--- config.mk ---
export PLATFORM = sky130hd
export DESIGN_NAME = ex_muldiv_flat
export DESIGN_NICKNAME = d
export VERILOG_FILES = /design/src/rtl/ex_muldiv_if.sv /design/src/rtl/ex_muldiv.sv /design/src/flat_wrapper.sv
export SDC_FILE = /design/constraint.sdc
export NUM_CORES = 1
export LEC_CHECK = 0
export ABC_AREA = 1
export CORE_ASPECT_RATIO = 0.5
export CORE_MARGIN = 2
export CORE_UTILIZATION = 40
export DETAILED_ROUTE_END_ITERATION = 10
export PLACE_DENSITY = 0.58
export SYNTH_ARGS = -nofsm -noshare
export SYNTH_HDL_FRONTEND = slang
export SYNTH_SLANG_ARGS = --single-unit
--- constraint.sdc ---
create_clock -name clk -period 7.6 [get_ports clk]
set_clock_uncertainty 0.15 [all_clocks]
set_input_delay 1.14 -clock clk [delete_from_list [all_inputs] [get_ports clk]]
set_output_delay 1.14 -clock clk [all_outputs]
set_load 0.05 [all_outputs]
--- src/rtl/ex_muldiv_if.sv ---
// Pipeline-side bundle for the execute-stage multiply/divide unit.
// The master drives the request and operands. The slave returns stall, result and HI/LO.
interface ex_muldiv_if #(
  parameter int XLEN = 32
);
  logic            req;
  logic [4:0]      alu_function;
  logic            flush;
  logic [XLEN-1:0] rs_data;
  logic [XLEN-1:0] rt_data;
  logic            stall;
  logic            busy;
  logic [XLEN-1:0] result;
  logic            result_valid;
  logic [XLEN-1:0] hi;
  logic [XLEN-1:0] lo;
  logic            illegal_op;

  modport master (
    output req, alu_function, flush, rs_data, rt_data,
    input  stall, busy, result, result_valid, hi, lo, illegal_op
  );

  modport slave (
    input  req, alu_function, flush, rs_data, rt_data,
    output stall, busy, result, result_valid, hi, lo, illegal_op
  );
endinterface

--- src/rtl/ex_muldiv.sv ---
// Iterative multiply/divide unit owning HI/LO, with mf*/mt* access and a pipeline stall.
//   state  | meaning
//   IDLE   | ready; serves mfhi/mflo/mthi/mtlo and starts mult/div
//   MUL    | shift-add, one multiplier bit per cycle
//   DIV    | restoring divide, one quotient bit per cycle
//   FIX    | sign correction and HI/LO write
module ex_muldiv #(
  parameter int XLEN  = 32,
  parameter int CNT_W = 6
) (
  input logic         clk,
  input logic         rst_n,
  ex_muldiv_if.slave  bus
);
  typedef enum logic [1:0] {S_IDLE, S_MUL, S_DIV, S_FIX} state_t;

  localparam logic [4:0] OP_MFHI  = 5'b00000;
  localparam logic [4:0] OP_MTHI  = 5'b00001;
  localparam logic [4:0] OP_MFLO  = 5'b00010;
  localparam logic [4:0] OP_MTLO  = 5'b00011;
  localparam logic [4:0] OP_MULT  = 5'b01000;
  localparam logic [4:0] OP_MULTU = 5'b01001;
  localparam logic [4:0] OP_DIV   = 5'b01010;
  localparam logic [4:0] OP_DIVU  = 5'b01011;

  state_t            state_q, state_d;
  logic [CNT_W-1:0]  cnt_q, cnt_d;
  logic [2*XLEN-1:0] acc_q, acc_d;
  logic [XLEN-1:0]   opb_q, opb_d;
  logic [XLEN-1:0]   hi_q, hi_d, lo_q, lo_d, result_q, result_d;
  logic              rv_q, rv_d, ill_q, ill_d;
  logic              neg_q, neg_d, rem_neg_q, rem_neg_d, div0_q, div0_d, is_div_q, is_div_d;

  logic              legal, busy, op_signed;
  logic [XLEN-1:0]   a_abs, b_abs, fix_quo, fix_rem;
  logic [XLEN:0]     mul_sum, div_trial;
  logic [2*XLEN-1:0] fix_prod;

  assign busy             = (state_q != S_IDLE);
  assign bus.busy         = busy;
  assign bus.stall        = bus.req & legal & busy;
  assign bus.hi           = hi_q;
  assign bus.lo           = lo_q;
  assign bus.result       = result_q;
  assign bus.result_valid = rv_q;
  assign bus.illegal_op   = ill_q;

  always_comb begin
    legal = 1'b0;
    case (bus.alu_function)
      OP_MFHI, OP_MTHI, OP_MFLO, OP_MTLO,
      OP_MULT, OP_MULTU, OP_DIV, OP_DIVU: legal = 1'b1;
      default:                            legal = 1'b0;
    endcase

    op_signed = ~bus.alu_function[0];
    a_abs     = (op_signed && bus.rs_data[XLEN-1]) ? -bus.rs_data : bus.rs_data;
    b_abs     = (op_signed && bus.rt_data[XLEN-1]) ? -bus.rt_data : bus.rt_data;

    mul_sum   = {1'b0, acc_q[2*XLEN-1:XLEN]} + (acc_q[0] ? {1'b0, opb_q} : '0);
    // Partial remainder is always below the divisor, so XLEN+1 bits cannot overflow.
    div_trial = acc_q[2*XLEN-1:XLEN-1] - {1'b0, opb_q};

    fix_prod  = neg_q ? -acc_q : acc_q;
    fix_quo   = div0_q ? '1 : (neg_q ? -acc_q[XLEN-1:0] : acc_q[XLEN-1:0]);
    fix_rem   = rem_neg_q ? -acc_q[2*XLEN-1:XLEN] : acc_q[2*XLEN-1:XLEN];

    state_d   = state_q;
    cnt_d     = cnt_q;
    acc_d     = acc_q;
    opb_d     = opb_q;
    hi_d      = hi_q;
    lo_d      = lo_q;
    result_d  = result_q;
    rv_d      = 1'b0;
    ill_d     = bus.req & ~bus.flush & ~legal;
    neg_d     = neg_q;
    rem_neg_d = rem_neg_q;
    div0_d    = div0_q;
    is_div_d  = is_div_q;

    if (bus.flush && busy) begin
      state_d = S_IDLE;
    end else begin
      unique case (state_q)
        S_IDLE: begin
          if (bus.req && !bus.flush && legal) begin
            case (bus.alu_function)
              OP_MFHI: begin result_d = hi_q; rv_d = 1'b1; end
              OP_MFLO: begin result_d = lo_q; rv_d = 1'b1; end
              OP_MTHI: hi_d = bus.rs_data;
              OP_MTLO: lo_d = bus.rs_data;
              default: begin
                acc_d     = {{XLEN{1'b0}}, a_abs};
                opb_d     = b_abs;
                cnt_d     = '0;
                is_div_d  = bus.alu_function[1];
                neg_d     = op_signed & (bus.rs_data[XLEN-1] ^ bus.rt_data[XLEN-1]);
                rem_neg_d = op_signed & bus.rs_data[XLEN-1];
                div0_d    = (bus.rt_data == '0);
                state_d   = bus.alu_function[1] ? S_DIV : S_MUL;
              end
            endcase
          end
        end
        S_MUL: begin
          acc_d = {mul_sum, acc_q[XLEN-1:1]};
          cnt_d = cnt_q + 1'b1;
          if (cnt_q == CNT_W'(XLEN-1)) state_d = S_FIX;
        end
        S_DIV: begin
          if (!div_trial[XLEN]) acc_d = {div_trial[XLEN-1:0], acc_q[XLEN-2:0], 1'b1};
          else                  acc_d = {acc_q[2*XLEN-2:XLEN-1], acc_q[XLEN-2:0], 1'b0};
          cnt_d = cnt_q + 1'b1;
          if (cnt_q == CNT_W'(XLEN-1)) state_d = S_FIX;
        end
        S_FIX: begin
          if (is_div_q) begin
            lo_d = fix_quo;
            hi_d = fix_rem;
          end else begin
            hi_d = fix_prod[2*XLEN-1:XLEN];
            lo_d = fix_prod[XLEN-1:0];
          end
          state_d = S_IDLE;
        end
      endcase
    end
  end

  always_ff @(posedge clk or negedge rst_n) begin
    if (!rst_n) begin
      state_q   <= S_IDLE;
      cnt_q     <= '0;
      acc_q     <= '0;
      opb_q     <= '0;
      hi_q      <= '0;
      lo_q      <= '0;
      result_q  <= '0;
      rv_q      <= 1'b0;
      ill_q     <= 1'b0;
      neg_q     <= 1'b0;
      rem_neg_q <= 1'b0;
      div0_q    <= 1'b0;
      is_div_q  <= 1'b0;
    end else begin
      state_q   <= state_d;
      cnt_q     <= cnt_d;
      acc_q     <= acc_d;
      opb_q     <= opb_d;
      hi_q      <= hi_d;
      lo_q      <= lo_d;
      result_q  <= result_d;
      rv_q      <= rv_d;
      ill_q     <= ill_d;
      neg_q     <= neg_d;
      rem_neg_q <= rem_neg_d;
      div0_q    <= div0_d;
      is_div_q  <= is_div_d;
    end
  end
endmodule
--- src/flat_wrapper.sv ---
// flat-port wrapper written by rule: the top's interface ports become plain ports
module ex_muldiv_flat 
#(
  parameter int XLEN  = 32,
  parameter int CNT_W = 6
)
  (clk, rst_n, bus_req, bus_alu_function, bus_flush, bus_rs_data, bus_rt_data, bus_stall, bus_busy, bus_result, bus_result_valid, bus_hi, bus_lo, bus_illegal_op);
  ex_muldiv_if #(.XLEN(XLEN)) bus_i ();
  input logic clk;
  input logic rst_n;
  input wire logic [$bits(bus_i.req)-1:0] bus_req;
  input wire logic [$bits(bus_i.alu_function)-1:0] bus_alu_function;
  input wire logic [$bits(bus_i.flush)-1:0] bus_flush;
  input wire logic [$bits(bus_i.rs_data)-1:0] bus_rs_data;
  input wire logic [$bits(bus_i.rt_data)-1:0] bus_rt_data;
  output wire logic [$bits(bus_i.stall)-1:0] bus_stall;
  output wire logic [$bits(bus_i.busy)-1:0] bus_busy;
  output wire logic [$bits(bus_i.result)-1:0] bus_result;
  output wire logic [$bits(bus_i.result_valid)-1:0] bus_result_valid;
  output wire logic [$bits(bus_i.hi)-1:0] bus_hi;
  output wire logic [$bits(bus_i.lo)-1:0] bus_lo;
  output wire logic [$bits(bus_i.illegal_op)-1:0] bus_illegal_op;
  assign bus_i.req = bus_req;
  assign bus_i.alu_function = bus_alu_function;
  assign bus_i.flush = bus_flush;
  assign bus_i.rs_data = bus_rs_data;
  assign bus_i.rt_data = bus_rt_data;
  assign bus_stall = bus_i.stall;
  assign bus_busy = bus_i.busy;
  assign bus_result = bus_i.result;
  assign bus_result_valid = bus_i.result_valid;
  assign bus_hi = bus_i.hi;
  assign bus_lo = bus_i.lo;
  assign bus_illegal_op = bus_i.illegal_op;
  ex_muldiv #(.XLEN(XLEN), .CNT_W(CNT_W)) u_core (.clk(clk), .rst_n(rst_n), .bus(bus_i));
endmodule
-- After elaboration in Yosys (flattened, before gate mapping)
Memory sizes are Yosys's and may differ from the RTL's.
Cells that the tools add are included.
- eq/ne operators: 14
- bitwise operators: 12
- mux-type cells: 34
- add/sub/neg operators: 8
- reduce and logical (&&, ||, !) cells: 24
- operators with widths (operator ; count):
    32-bit 2-to-1 mux ; 12
    64-bit 2-to-1 mux ; 4
    32-bit case mux with 2 select lines ; 3
    64-bit case mux with 3 select lines ; 1
    32-bit negation ; 4
    64-bit negation ; 1
    32-bit by 33-bit adder with 33-bit output ; 1
    33-bit by 32-bit subtractor with 33-bit output ; 1
    32-bit zero test ; 1
    4-bit AND reduction ; 6
    6-bit 2-to-1 mux ; 2
    6-bit case mux with 2 select lines ; 1
    5-bit by 2-bit equality test with 1-bit output (second input constant) ; 2
    2-bit 2-to-1 mux ; 5
    2-bit nonzero test ; 4
    6-bit by 1-bit adder with 6-bit output (second input constant) ; 1
    1-bit AND ; 6
    6-bit by 5-bit equality test with 1-bit output (second input constant) ; 1
    2-bit inequality test (second input constant) ; 3
    3-bit by 1-bit inequality test with 1-bit output (second input constant) ; 2
    2-bit case mux with 3 select lines ; 1
    5-bit by 1-bit equality test with 1-bit output (second input constant) ; 1
    1-bit logical AND ; 5
    5-bit zero test ; 1
    13 further kinds ; 23
- register bits: 206
- memories: 1
- input port bits: 73
- bits in read-only memories: 16
- memories (name ; words ; bits a word ; read ports ; clocked after Yosys merged registers in ; write ports ; RTL line ; RTL):
    (name not given) ; 16 ; 1 ; 1 ; 0 ; 0 ; ex_muldiv.sv:50 ; case (bus.alu_function)

-- Logic depth before layout (Yosys ltp)
Gate-level depths: netlist of the first run.
- depth in word-level cells: 6
- mapped depth: 20

-- Worst setup path before layout of the first run
Ideal clock, no wire load.
- kind: in2out
- start: input bus_alu_function[4]
- end: output bus_stall
- setup slack: 3852 ps
- arrival time: 2458 ps
- cell stages on the path: 2
- cells stage by stage: or2_1 nor3_1
- word-level cells in the longest chain between the ends: 3
- RTL lines (what ; RTL line ; RTL):
    from (decl) ; flat_wrapper.sv:12 ; input wire logic [$bits(bus_i.alu_function)-1:0] bus_alu_function;
    1-bit 2-to-1 mux ; ex_muldiv.sv:50 ;
    1-bit AND (2 in series) ; ex_muldiv.sv:41 ; assign bus.stall = bus.req & legal & busy;
    to (decl) ; flat_wrapper.sv:16 ; output wire logic [$bits(bus_i.stall)-1:0] bus_stall;
No other way between the ends.

-- Final worst setup path of the first run
Ends and elaborated chain as after synthesis.

==> impl_metrics.env, run 1 <==
export IMPL_outcome="finished clean"
export IMPL_switching_share_pct=56.92
export IMPL_end_kind="primary output"
export IMPL_rsz0062_at_grt="false"
export IMPL_syn_area_um2=19350
export IMPL_layout_common_cells="956 x nand2_1, 426 x inv_1, 356 x nor2_1"
export IMPL_slew_viol_final=0
export IMPL_syn_avg_cell_area_um2=6.050
export IMPL_hold_class="flop to flop"
export IMPL_hold_viol=0
export IMPL_yosysWarnings=0
export IMPL_power_frac_comb_pct=66.1
export IMPL_synth_seq_area_share_pct=26.63
export IMPL_crit_fanout=4
export IMPL_fin_nets=3459
export IMPL_fmax_ghz=0.2430
export IMPL_firstDrtPassIters=5
export IMPL_worstMarginPinSlew_ns=1.146
export IMPL_antenna_found_initial=2
export IMPL_vdd_drop_max_v=0.0002537
export IMPL_clock_latency_ns=0.56
export IMPL_post_cts_resized=0
export IMPL_p_sw_uw=5671
export IMPL_synth_async_reset_ratio_pct=100.0
export IMPL_timing_worst_setup_path_type="input pin to primary output"
export IMPL_core_area_um2=47300
export IMPL_boundaryPins=173
export IMPL_grt_pass1_vias=19880
export IMPL_clkPwrFrac_pct=13.1
export IMPL_final_common_cell="nand2_1"
export IMPL_cts_inserted_buffers=24
export IMPL_port_buffers=172
export IMPL_setup_worst_path_start_class="input pin"
export IMPL_vias=21310
export IMPL_initial_core_util_pct=40.92
export IMPL_fin_crit_ns=4.115
export IMPL_ys_types=55
export IMPL_final_setup_tns_ns=0
export IMPL_grt_max_degree=97
export IMPL_critPathArrivalTime_ns=2.82
export IMPL_grt_util_all_layers_pct=30.00
export IMPL_clock_path_buffers=3
export IMPL_num_antenna_cells=0
export IMPL_cts_sinks=206
export IMPL_synth_main_ff_cell="dfrtp_1"
export IMPL_area_delta_synth_final_pct=15.88
export IMPL_routabilityCongestion=0.9892
export IMPL_num_fill_cells=5126
export IMPL_setup_viol=0
export IMPL_seqPwrFrac_pct=20.9
export IMPL_wire_per_inst_um=19.40
export IMPL_htree_levels=1
export IMPL_fp_dieW_um=315.1
export IMPL_fin_util_pct=47.42
export IMPL_ys_seq_elements=206
export IMPL_synth_edf_count=0
export IMPL_die_y_um=159.5
export IMPL_postCtsHoldBufs=0
export IMPL_grt_pass1_wl_um=117100
export IMPL_slew_headroom_pct=23.60
export IMPL_cts_tree="yes"
export IMPL_power_density_nw_per_um2=444.2
export IMPL_wl_um=76950
export IMPL_postCtsSetupBuffers=0
export IMPL_drt_initial_drc_count=1924
export IMPL_synth_cells=3199
export IMPL_drtAntennaViolNets=0
export IMPL_vias_per_cell=5.374
export IMPL_overflow=0
export IMPL_dieArea_um2=50270
export IMPL_clockRootBuffer="clkbuf_16"
export IMPL_dp_hpwl_um=61800
export IMPL_drc=0
export IMPL_clk_pin_slew_ns=0.05
export IMPL_p_int_uw=4293
export IMPL_synth_fp_nets=3348
export IMPL_period_share_pct=54.14
export IMPL_worstPathRequired_ns=6.31
export IMPL_rows=56
export IMPL_drive_above_1_share_pct=4.657
export IMPL_cap_violations=0
export IMPL_p_leak_uw=0.01157
[per-layer routing]
layer	GRT usage, %	part of all wire, %	up-vias
met4	8.961	3.2	0
met2	48.18	45	670
met3	3.334	5.8	123
met1	42.23	46	9950
li1	-	-	10570
met5	0	0	-
[synth_stat cells, types with 9 or more instances]
master	count	share of area [%]
buf_2	22	0.57
inv_1	426	8.3
nand2b_1	14	0.45
dfrtp_1	206	27
o22ai_1	32	1.0
nand3_1	269	7.0
nand4_1	30	0.97
nor2_1	357	6.9
xnor2_1	12	0.54
clkbuf_1	69	1.3
nand2_1	957	19
or2_2	44	1.4
a21oi_1	176	4.6
ha_1	74	4.8
a31oi_1	36	1.2
nor3_1	38	0.98
nand3b_1	28	1.1
o21ai_0	184	4.8
xor2_1	37	1.7
a2bb2oi_1	17	0.77
nor4_1	9	0.29
nand2_2	9	0.29
a22oi_1	40	1.6
[stage by stage]
step	total power, uW	hold WS, ns	instance area, um2	setup slack, ns	instances
2_1_floorplan	6401	0.3015	19350	3.852	3199
3_3_place_gp	8522	0.3743	21560	3.512	3922
3_5_place_dp	8551	0.3716	21560	3.463	3922
4_1_cts	9887	0.3869	22430	3.464	3966
5_1_grt	10730	0.4089	22430	3.393	3966
6_report	9963	0.3864	22430	3.485	3966
[worst max-delay path, stage by stage]
cell	delay [ns]
clkdlybuf4s50_1	0.41
or2_1	0.29
nor3_1	0.15
clkdlybuf4s50_1	0.83
[registers in the layout (all words and copies together), names as in the netlist]
register                 flops
u_core.state_q               2
u_core.rem_neg_q             1
u_core.acc_q                64
u_core.bus.hi               32
u_core.div0_q                1
u_core.cnt_q                 6
u_core.is_div_q              1
u_core.bus.lo               32
u_core.opb_q                32
u_core.bus.result           32
u_core.bus.illegal_op        1
u_core.neg_q                 1
u_core.bus.result_valid      1
[power groups by stage]
stage	clock (uW)	sequential, uW	combinational [uW]
after floorplan	0	2480	3920
after global placement	0	2080	6450
after detailed placement	0	2070	6480
after CTS	1320	2060	6500
after global routing	1360	2120	7250
final	1300	2080	6580
[cells by family after synthesis]
logic type	share of synthesized area, %
AND/OR/NAND/NOR	39.16
adder cells (fa/ha/maj)	4.991
buffers and inverters	11.05
flip-flops	26.63
AO/OA/AOI/OAI	15.95
XOR/XNOR	2.217
[path summary, 6_finish.rpt]
| check | start | to | slack, ns | cells after the start |
|---|---|---|---|---|
| max | bus_alu_function[4] | bus_stall | 3.49 | 4 |
| min | u_core.opb_q[30] | u_core.opb_q[30] | 0.39 | 2 |
| max reg2reg | u_core.acc_q[32] | u_core.acc_q[61] | 3.81 | 17 |
| min reg2reg | u_core.opb_q[30] | u_core.opb_q[30] | 0.39 | 2 |
| max in group asynchronous | rst_n | u_core.bus.lo[24] | 5.48 | 2 |
| min in group asynchronous | rst_n | u_core.opb_q[6] | 0.46 | 1 |
[cell type report]
type	instances	area [um2]	area share [%]
Multi-Input combinational cell	2447	12070	53.84
Clock inverter	14	220.2	0.9819
Clock buffer	30	643.1	2.867
Sequential cell	206	5156	22.99
Tap cell	638	798.3	3.559
Timing Repair Buffer	195	1899	8.469
Inverter	436	1637	7.297
(Power assumes the default switching activity.)
==> run 2, diff against run 1 <==
Clock period 7.6 ns to 3.9 ns, I/O delays scaled along.
==> impl_metrics.env, run 2 (synthesis gave the netlist of run 1 again) <==
export IMPL_outcome="finished clean"
export IMPL_worstMarginPinSlew_ns=0.8810
export IMPL_clockRootBuffer="clkbuf_16"
export IMPL_end_kind="flop"
export IMPL_slew_viol_final=0
export IMPL_postCtsSetupBuffers=0
export IMPL_dieArea_um2=50270
export IMPL_layout_common_cells="956 x nand2_1, 426 x inv_1, 356 x nor2_1"
export IMPL_hold_viol=0
export IMPL_core_area_um2=47300
export IMPL_crit_top_cell="nand2_1"
export IMPL_grt_util_all_layers_pct=30.78
export IMPL_slew_headroom_pct=41.20
export IMPL_setup_viol=0
export IMPL_fin_ws_ns=0.7165
export IMPL_die_y_um=159.5
export IMPL_place_ws_ns=0.7133
export IMPL_clk_pin_slew_ns=0.07
export IMPL_cts_tree="yes"
export IMPL_final_setup_tns_ns=0
export IMPL_wire_per_inst_um=19.83
export IMPL_clock_latency_ns=0.58
export IMPL_htree_levels=1
export IMPL_wl_um=79100
export IMPL_rows=56
export IMPL_worstPathRequired_ns=4.26
export IMPL_overflow=0
export IMPL_antenna_found_initial=1
export IMPL_firstDrtPassIters=6
export IMPL_grt_max_degree=97
export IMPL_grt_pass1_vias=20120
export IMPL_top_register="u_core.acc_q"
export IMPL_drt_initial_drc_count=1982
export IMPL_drc=0
export IMPL_port_buffers=172
export IMPL_power_density_nw_per_um2=865.6
export IMPL_drtAntennaViolNets=0
export IMPL_fp_dieW_um=315.1
export IMPL_fin_crit_ns=3.183
export IMPL_grt_pass1_wl_um=119700
export IMPL_initial_core_util_pct=40.92
export IMPL_hold_class="flop to flop"
export IMPL_largest_reg_flops=64
export IMPL_num_antenna_cells=0
export IMPL_boundaryPins=173
export IMPL_cpPeakStageDelay_ns=0.59
export IMPL_timing_worst_setup_path_type="flop to flop"
export IMPL_worstPathCellList="inv_1 -> fa_1 -> inv_1 -> nand2_1 -> nand2_1 -> nand3_1 -> nand2_2 -> nand2_2 -> nand2_2 -> nand2_4 -> nand3_1 -> nand3_1 -> nand2_1 -> nand2_1 -> nand2_1 -> nand2_1 -> nand2_1"
export IMPL_crit_fanout=8
export IMPL_drive_above_1_share_pct=5.282
export IMPL_critPathArrivalTime_ns=3.55
export IMPL_vdd_drop_max_v=0.0004682
export IMPL_vias_per_cell=5.413
export IMPL_period_share_pct=81.63
export IMPL_clock_path_buffers=3
export IMPL_cap_violations=0
export IMPL_dp_hpwl_um=63650
export IMPL_fin_nets=3483
export IMPL_fmax_ghz=0.3141
export IMPL_vias=21590
export IMPL_hold_ws_ns=0.3957
export IMPL_post_cts_resized=0
export IMPL_cts_sinks=206
export IMPL_p_leak_uw=0.01170
export IMPL_critPathSlowestCell="dfrtp_1"
export IMPL_area_delta_synth_final_pct=16.85
export IMPL_routabilityCongestion=0.9838
export IMPL_cts_inserted_buffers=23
export IMPL_setup_worst_path_start_class="flop"
export IMPL_rsz0062_at_grt="false"
export IMPL_final_common_cell="nand2_1"
export IMPL_fin_util_pct=47.82
## run 2: final timing paths
path / slack [ns] / endpoint / cells after the start / startpoint
worst max register to register: 0.72 / u_core.acc_q[63] / 17 / u_core.acc_q[32]
worst min-delay path: 0.40 / u_core.bus.result[4] / 2 / u_core.bus.result[4]
worst min register to register: 0.40 / u_core.bus.result[4] / 2 / u_core.bus.result[4]
min in group asynchronous: 0.49 / u_core.acc_q[34] / 2 / rst_n
max in group asynchronous: 2.19 / u_core.bus.lo[20] / 3 / rst_n
worst max-delay path: 0.72 / u_core.acc_q[63] / 17 / u_core.acc_q[32]
## run 2: critical path: cells and delay by family, from the launching register on
family,cells,cell delay [ns]
adder cells (fa/ha/maj),1,0.48
buffers and inverters,2,0.27
flip-flops,1,0.59
AND/OR/NAND/NOR,14,1.62
## run 2: power by group
group,internal (uW),switching [uW],leakage (uW)
Sequential,2960,1080,0.00256
Combinational,4030,9050,0.00873
Clock,1410,1050,0.000403
Total,8400,11200,0.0117
## run 2: per-stage QoR
step                total power [uW]  instance area [um2]  std cells
floorplan                      12470                19350       3199
global placement               16890                21790       3946
detailed placement             16910                21790       3946
CTS                            19410                22620       3989
global route                   21060                22620       3989
finish                         19580                22620       3989
## run 2: what timing repair did
action | 4_1_cts | 5_1_grt
hold buffers | 1 | 0
hold endpoints to repair | 81 | 0
endpoints found under the setup margin | 0 | 0
## run 2: routing by layer
| layer | vias up | wire length [um] | GRT usage [%] |
|---|---|---|---|
| met5 | - | 0 | 0 |
| met4 | 0 | 2867 | 10.28 |
| met3 | 121 | 5469 | 4.181 |
| met2 | 738 | 34670 | 48.25 |
| met1 | 10110 | 36090 | 43.42 |
| li1 | 10630 | - | - |
## run 2: area by class of cell
cell class | count | area, um2
fill | 5102 | 24680
multi-input combinational | 2447 | 12070
sequential | 206 | 5156
timing repair buffer | 220 | 2140
inverter | 436 | 1637
tap | 638 | 798.3
clock buffer | 33 | 673.1
clock inverter | 9 | 138.9
==> run 3, diff against run 2 <==
Clock period 3.9 ns to 3.05 ns, I/O delays scaled along.
==> impl_metrics.env, run 3 (synthesis gave the netlist of run 1 again) <==
export IMPL_crit_buf_inv=4
export IMPL_drt_initial_drc_count=2173
export IMPL_r2r_start="u_core.opb_q[22]"
export IMPL_drtAntennaViolNets=0
export IMPL_end_kind="flop"
export IMPL_fin_ws_ns=0.1373
export IMPL_dp_hpwl_um=66080
export IMPL_clock_latency_ns=0.57
export IMPL_worstMarginPinSlew_ns=0.6249
export IMPL_vias=21970
export IMPL_path_depth=15
export IMPL_overflow=0
export IMPL_grt_pass1_vias=20630
export IMPL_top_register="u_core.acc_q"
export IMPL_final_setup_tns_ns=0
export IMPL_antenna_found_initial=2
export IMPL_htree_levels=1
export IMPL_worstPathCellList="inv_1 -> ha_1 -> nand2_1 -> inv_1 -> nand2_1 -> nand2_1 -> inv_1 -> nand2_1 -> a21oi_4 -> nand3_1 -> nand3_1 -> buf_12 -> nand2_2 -> nand2_1 -> o21ai_0"
export IMPL_largest_reg_flops=64
export IMPL_port_buffers=172
export IMPL_power_density_nw_per_um2=1089
export IMPL_hold_class="input pin to async pin"
export IMPL_cts_tree="yes"
export IMPL_vias_per_cell=5.390
export IMPL_crit_top_cell="nand2_1"
export IMPL_clk_pin_slew_ns=0.06
export IMPL_grt_pass1_wl_um=123300
export IMPL_rows=56
export IMPL_slew_viol_final=0
export IMPL_setup_worst_path_start_class="flop"
export IMPL_layout_common_cells="954 x nand2_1, 426 x inv_1, 353 x nor2_1"
export IMPL_slew_headroom_pct=58.34
export IMPL_clockRootBuffer="clkbuf_16"
export IMPL_r2r_setup_slack_ns=0.14
export IMPL_rsz0062_at_grt="false"
export IMPL_timing_rr_end="u_core.acc_q[0]"
export IMPL_drc=0
export IMPL_hold_viol=0
export IMPL_final_common_cell="nand2_1"
export IMPL_cpPeakStageDelay_ns=0.43
export IMPL_clock_path_buffers=3
export IMPL_fp_dieW_um=315.1
export IMPL_setup_viol=0
export IMPL_fmax_ghz=0.3433
export IMPL_drive_above_1_share_pct=7.972
export IMPL_cap_violations=0
export IMPL_crit_fanout=5
export IMPL_cts_sinks=206
export IMPL_wire_per_inst_um=20.06
export IMPL_cts_inserted_buffers=25
export IMPL_routabilityCongestion=1.007
export IMPL_outcome="finished clean"
export IMPL_period_share_pct=95.50
export IMPL_p_leak_uw=0.01217
export IMPL_dieArea_um2=50270
export IMPL_area_delta_synth_final_pct=21.02
export IMPL_critPathArrivalTime_ns=3.18
export IMPL_firstDrtPassIters=5
export IMPL_boundaryPins=173
export IMPL_vdd_drop_max_v=0.0005470
export IMPL_die_y_um=159.5
export IMPL_crit_family="simple AND/OR/NAND/NOR gates"
export IMPL_place_ws_ns=0.03239
export IMPL_grt_max_degree=97
export IMPL_critPathSlowestCell="dfrtp_1"
export IMPL_wl_um=81790
export IMPL_timing_worst_setup_path_type="flop to flop"
export IMPL_fin_nets=3571
export IMPL_reg2reg_depth=15
export IMPL_worstPathRequired_ns=3.31
export IMPL_initial_core_util_pct=40.92
export IMPL_fin_crit_ns=2.913
export IMPL_core_area_um2=47300
export IMPL_grt_util_all_layers_pct=31.87
-- run 3: cell count changes in the layout (fill, tap and decap cells not counted), sizes merged, moves of 2 or more --
cell / change
clkdlybuf4s50: -2
clkinvlp: +2
bufinv: -2
buf: +87
diode: +2
clkinv: -2
-- run 3: final cells by class --
class	instances	area (um2)
antenna	2	5.005
clock inverter	8	88.84
clock buffer	34	709.4
fill	5069	23870
inverter	436	1637
tap	638	798.3
multi-input combinational	2447	12110
timing repair buffer	306	2923
sequential	206	5156
-- run 3: per-layer routing --
layer	GRT usage, %	up-vias	wire length (um)
met2	49.97	748	35950
met4	9.935	0	2857
met5	0	-	0
met3	4.233	127	5823
li1	-	10800	-
met1	45.28	10290	37160
-- run 3: timing repair --
action / CTS / global route
resized for setup: 0 / 14
hold endpoints to repair: 63 / 0
endpoints found under the setup margin: 0 / 15
buffers inserted: 0 / 0
hold buffers: 1 / 0
-- run 3: worst reg2reg max path: cells and delay by family, from the launching register on --
family / cells / cell delay (ns)
adder cells (fa/ha/maj): 1 / 0.37
AO/OA/AOI/OAI: 2 / 0.45
AND/OR/NAND/NOR: 8 / 1.04
flip-flops: 1 / 0.43
buffers and inverters: 4 / 0.32
-- run 3: worst max-delay path by stage --
stage | from | to | slack [ns]
finish | u_core.opb_q[22] | u_core.acc_q[0] | 0.14
global route | u_core.acc_q[0] | u_core.acc_q[62] | 0.002
CTS | u_core.opb_q[0] | u_core.acc_q[0] | 0.01
detailed placement | bus_rt_data[0] | u_core.opb_q[24] | 0.03
global placement | bus_rt_data[0] | u_core.opb_q[24] | 0.04
floorplan | u_core.acc_q[0] | u_core.acc_q[47] | 0.44
-- run 3: power breakdown --
group / switching (uW) / internal [uW]
logic: 11900 / 5570
clock network: 1350 / 1720
registers: 1200 / 3790
total: 14400 / 11100
-- run 3: per-stage QoR --
step / total power (uW) / utilization [%] / hold slack (ns) / instance area, um2 / instances
after detailed placement: 22130 / 47.73 / 0.3233 / 22580 / 4032
after floorplan: 15950 / - / 0.01191 / 19350 / 3199
final: 25500 / 49.52 / 0.2826 / 23420 / 4077
after CTS: 25270 / 49.44 / 0.3031 / 23380 / 4075
after global placement: 22100 / 47.73 / 0.3183 / 22580 / 4032
after global routing: 27400 / 49.51 / 0.3347 / 23420 / 4075
